===== src/rtl/warmboot_pkg.sv =====
// warmboot_pkg: shared types and constants for the iCE40 warm-boot controller.
package warmboot_pkg;
   localparam int IMG_W = 2;
   localparam int KEY_W = 8;
   localparam logic [IMG_W-1:0] GOLDEN_IMAGE = 2'd0;
   typedef enum logic [1:0] {IDLE, DRAIN, BOOT} state_t;
endpackage


===== src/rtl/warmboot_prim.sv =====
// warmboot_prim: pin-level hookup of the SB_WARMBOOT BOOT, S1 and S0 inputs.
import warmboot_pkg::*;
module warmboot_prim (
   input  logic             boot,
   input  logic [IMG_W-1:0] sel,
   output logic             pin_boot,
   output logic             pin_s1,
   output logic             pin_s0
);
   assign pin_boot = boot;
   assign pin_s1   = sel[1];
   assign pin_s0   = sel[0];
endmodule


===== src/rtl/warmboot_ctrl.sv =====
// warmboot_ctrl: validates keyed image requests, waits for a continuous UART/SPI
// quiet period, then asserts warm boot; an optional watchdog falls back to the golden image.
import warmboot_pkg::*;
module warmboot_ctrl #(
   parameter int              NUM_IMAGES   = 4,
   parameter int              DRAIN_CYCLES = 1024,
   parameter int              WDT_CYCLES   = 0,
   parameter logic [KEY_W-1:0] BOOT_KEY    = 8'hB0,
   parameter bit              USE_PRIM     = 1
) (
   input  logic             clk,
   input  logic             rst_n,
   input  logic             req_valid,
   output logic             req_ready,
   input  logic [IMG_W-1:0] req_image,
   input  logic [KEY_W-1:0] req_key,
   input  logic             uart_tx_idle,
   input  logic             spi_idle,
   input  logic             wdt_kick,
   output logic             boot,
   output logic [IMG_W-1:0] sel,
   output logic             busy,
   output logic             err,
   output logic             wdt_fired
);
   localparam int DW = $clog2(DRAIN_CYCLES + 1);
   localparam int WW = WDT_CYCLES > 1 ? $clog2(WDT_CYCLES) : 1;
   localparam logic [DW-1:0] D_LAST = DW'(DRAIN_CYCLES);
   localparam logic [WW-1:0] W_LAST = WW'(WDT_CYCLES > 0 ? WDT_CYCLES - 1 : 0);

   state_t           state;
   logic [DW-1:0]    idle_cnt;
   logic [WW-1:0]    wdt_cnt;
   logic             boot_q;
   logic [IMG_W-1:0] sel_q;
   logic             quiet;
   logic             wdt_expire;
   logic             req_ok;

   assign quiet      = uart_tx_idle && spi_idle;
   assign wdt_expire = (WDT_CYCLES > 0) && (state == IDLE) && (wdt_cnt == W_LAST) && !wdt_kick;
   assign req_ready  = (state == IDLE) && !wdt_expire;
   assign req_ok     = (req_key == BOOT_KEY) && (int'(req_image) < NUM_IMAGES);

   // The idle counter reaches DRAIN_CYCLES only after that many unbroken quiet
   // cycles in DRAIN, so sel is settled well before boot rises.
   always_ff @(posedge clk or negedge rst_n) begin
      if (!rst_n) begin
         state     <= IDLE;
         boot_q    <= 1'b0;
         sel_q     <= GOLDEN_IMAGE;
         busy      <= 1'b0;
         err       <= 1'b0;
         wdt_fired <= 1'b0;
         idle_cnt  <= '0;
         wdt_cnt   <= '0;
      end else begin
         err     <= 1'b0;
         wdt_cnt <= (state != IDLE || wdt_kick || wdt_expire) ? '0 : wdt_cnt + 1'b1;
         case (state)
            IDLE: begin
               if (wdt_expire) begin
                  sel_q     <= GOLDEN_IMAGE;
                  wdt_fired <= 1'b1;
                  busy      <= 1'b1;
                  idle_cnt  <= '0;
                  state     <= DRAIN;
               end else if (req_valid && req_ok) begin
                  sel_q    <= req_image;
                  busy     <= 1'b1;
                  idle_cnt <= '0;
                  state    <= DRAIN;
               end else if (req_valid) begin
                  err <= 1'b1;
               end
            end
            DRAIN: begin
               if (quiet && idle_cnt == D_LAST) begin
                  boot_q <= 1'b1;
                  state  <= BOOT;
               end else begin
                  idle_cnt <= quiet ? idle_cnt + 1'b1 : '0;
               end
            end
            default: ;
         endcase
      end
   end

   generate
      if (USE_PRIM) begin : g_prim
         warmboot_prim u_prim (
            .boot    (boot_q),
            .sel     (sel_q),
            .pin_boot(boot),
            .pin_s1  (sel[1]),
            .pin_s0  (sel[0])
         );
      end else begin : g_pins
         assign boot = boot_q;
         assign sel  = sel_q;
      end
   endgenerate
endmodule


===== config.mk =====
export PLATFORM = sky130hd
export DESIGN_NAME = warmboot_ctrl
export DESIGN_NICKNAME = d
export VERILOG_FILES = /design/src/rtl/warmboot_pkg.sv /design/src/rtl/warmboot_prim.sv /design/src/rtl/warmboot_ctrl.sv
export SDC_FILE = /design/constraint.sdc
export NUM_CORES = 1
export LEC_CHECK = 0
export ABC_AREA = 1
export BUFFER_PORTS_ARGS = -buffer_cell sky130_fd_sc_hd__buf_2
export CORE_MARGIN = 3
export CORE_UTILIZATION = 35
export CTS_BUF_LIST = sky130_fd_sc_hd__clkbuf_8
export DETAILED_ROUTE_END_ITERATION = 8
export SYNTH_ARGS = -nofsm -noshare
export SYNTH_HDL_FRONTEND = slang
export SYNTH_SLANG_ARGS = --single-unit

===== constraint.sdc =====
create_clock -name clk -period 2.1 [get_ports clk]
set_clock_uncertainty 0.1 [all_clocks]
set_input_delay 0.42 -clock clk [delete_from_list [all_inputs] [get_ports clk]]
set_output_delay 0.42 -clock clk [all_outputs]
set_load 0.005 [all_outputs]

==> key figures <==
Clocking
  • CTS root buf: clkbuf_8
  • Hold buffer count at cts: 0
  • Post-CTS Setup Bufs: 0
  • CTS tree: done
  • CTS H-Tree Depth: 1
  • CTS Buf Count: 3
  • Clk_lat worst skew: 250 ps
  • PostCTS Resize Cnt: 0
  • Clk slew on worst S/H paths: 70 ps
  • Clock buffer depth: 2
  • Num Clock Sinks: 18

Pwr
  • Pwr Total: 613 µW
  • Peak VDD IR: 0.213 mV
  • Leakage power: 0.000648 µW
  • Power Density: 501 nW/µm²

Floorplan
  • Core area: 2850 µm²
  • I/O pin count: 23
  • Effective utilization at floorplan: 0.378
  • Die span in y: 61.5 µm
  • Num rows: 19
  • Die area: 3780 µm²
  • Die Wd: 61.5 µm

STA
  • Fmax: 643 MHz
  • Tmin final: 1560 ps
  • Final Max Tran Viols: 0
  • Final hold violations: 9
  • Sum of negative setup slack: 0 ps
  • RSZ-0062 raised after global routing: false
  • Setup slack after layout: 545 ps
  • # setup viols final: 0
  • Tcrit/Tclk final: 0.741
  • WHS: -6.17 ps

Layout
  • Most frequent cells in the layout: nand2_1, inv_1, buf_2, dfrtp_1, nand3_1
  • Layout cells sized above 1: 0.252
  • Fillers: 292
  • Most common cell after layout, fill and taps aside: nand2_1
  • Area Overhead vs Synth: 13.6%
  • Nets: 179
  • Ant diodes: 0

Synthesis
  • Adder-cell share of the synthesized area: 0.0232
  • Post-synth top area share: 0.418
  • Unique cell type count in the Yosys netlist: 21
  • Post-Synthesis Cell Area: 1080 µm²
  • Sequential share of the synthesized area: 0.418
  • Synth top area cells: dfrtp_1, nand2_1, inv_1
  • Post-Syn Area per Cell: 7.70 µm²
  • Synth Area in Compound Gates: 0.0870
  • Largest family of logic cells by synthesized area: simple AND/OR/NAND/NOR gates
  • Multiplexer share of the synthesized area: 0
  • Mapped Nets: 158
  • Synth Area in XOR/XNOR: 0
  • Synth Register Bits: 18
  • Ys Warns: 0
  • Synth Area in Simple Gates: 0.347
  • Synth area leader: dfrtp_1
  • Cells after synthesis: 140

Drt
  • Post-route ant nets: 0
  • Routed WL per cell: 12.1 µm
  • Via-to-Cell Ratio: 5.13
  • Detailed Route WL: 2300 µm
  • Post-route DRC: 0
  • TritonRoute pass-1 iters: 4
  • Total number of vias: 974
  • Initial DRC count: 35

Setup path
  • Crit start category: register
  • WS Path Type: reg -> reg
  • Crit path max-delay cell type: dfrtp_1
  • Reg2reg start: idle_cnt[0]
  • Reg2Reg Depth: 9
  • Worst setup EP type: register
  • Flop-to-flop setup slack: 540 ps
  • Crit path arrival time: 1600 ps
  • Crit path largest cell delay: 420 ps
  • Critical R2R Capture: idle_cnt[1]
  • Crit path required time: 2150 ps
  • Worst-path cell chain: inv_1, ha_1, nand2_1, nor2_1, nand3_2, nand2_4, nand2_4, nand3_1, nand2_1
  • Critical Path Start: idle_cnt[0]
  • Largest fanout on the critical path: 9

GRT
  • GR Util met1: 0.164
  • Global routing's busiest layer: met2
  • Initial antenna violation count: 0
  • Largest net degree at the start of global routing: 19
  • GR Util met2: 0.245
  • First-pass GRT wire length: 4010 µm
  • GRT Residual Overflow: 0
  • Vias in the first global route: 1,010
  • GR Util All Layers: 0.141
  • Met3 Use GR: 0.0335

Place
  • Placement-stage worst setup slack: 416 ps
  • GP Congestion: 0.795
  • IO buf count: 20
  • Post-DP HPWL: 1740 µm

Status
  • Status: finished with violations
  • Failing checks: hold timing

Flow run
  • MaxCap Viol Count: 0

Min path
  • Hold Path Class: in -> async
synthesized netlist by cell type:
library cell / n
nand3_1: 13
nor4_1: 1
inv_1: 22
inv_2: 4
o21ai_1: 2
dfrtp_1: 18
nand2_1: 35
nor2_2: 2
a21boi_0: 2
buf_4: 3
conb_1: 1
nand2_4: 2
nand4_1: 10
buf_6: 1
nor2_1: 7
o21ai_2: 5
ha_1: 2
o21ai_0: 5
nand3_2: 2
nand3b_1: 1
nor3_2: 2
final cells by class:
| class | instances | area [µm²] | area share |
|---|---|---|---|
| Clock buffer | 3 | 41.3 | 0.0337 |
| Inverter | 26 | 97.6 | 0.0797 |
| Multi-Input combinational cell | 92 | 497 | 0.406 |
| Sequential cell | 18 | 450 | 0.368 |
| Tap cell | 31 | 38.8 | 0.0317 |
| Timing Repair Buffer | 20 | 100 | 0.0817 |
registers in the layout, indices dropped and copies added, names as in the netlist:
name / count
boot_q: 1
sel_q: 2
idle_cnt: 11
busy: 1
err: 1
state: 2
cells by family (layout without fill, tap and decap cells):
family,count (synthesis),count (layout)
buffers and inverters,30,49
DFF,18,18
adders and majority gates,2,2
other,1,1
and+or+nand+nor,75,75
AOI/OAI and AO/OA,14,14
metal layers:
metal	wire length (µm)	vias to the layer above
met5	0	-
met3	136	5
met2	1100	37
met4	27	0
li1	-	486
met1	1030	446
worst max-delay path: cells and delay by family (launching register included):
family                   cells  cell delay [ps]
AND/OR/NAND/NOR              7              680
flip-flops                   1              420
adder cells (fa/ha/maj)      1              140
buffers and inverters        1               90
power by group:
group	switching [µW]	total (µW)	internal (µW)
combinational	18.4	30.4	12.0
clock	108	235	127
sequential	0.265	347	347
total	127	613	486
worst max path at each step:
stage	to	slack (ps)	cells after the start
floorplan	idle_cnt[2]	700	9
global placement	idle_cnt[10]	480	8
detailed placement	idle_cnt[1]	420	8
CTS	idle_cnt[1]	520	9
global route	idle_cnt[0]	360	9
finish	idle_cnt[1]	540	9
metrics by stage:
step                      std cells  area, µm²   util
after CTS                       190       1220  0.429
after floorplan                 140       1080      -
after global routing            190       1220  0.429
final                           190       1220  0.429
after detailed placement        187       1180  0.415
after global placement          187       1180  0.415
(Power assumes the default switching activity.)
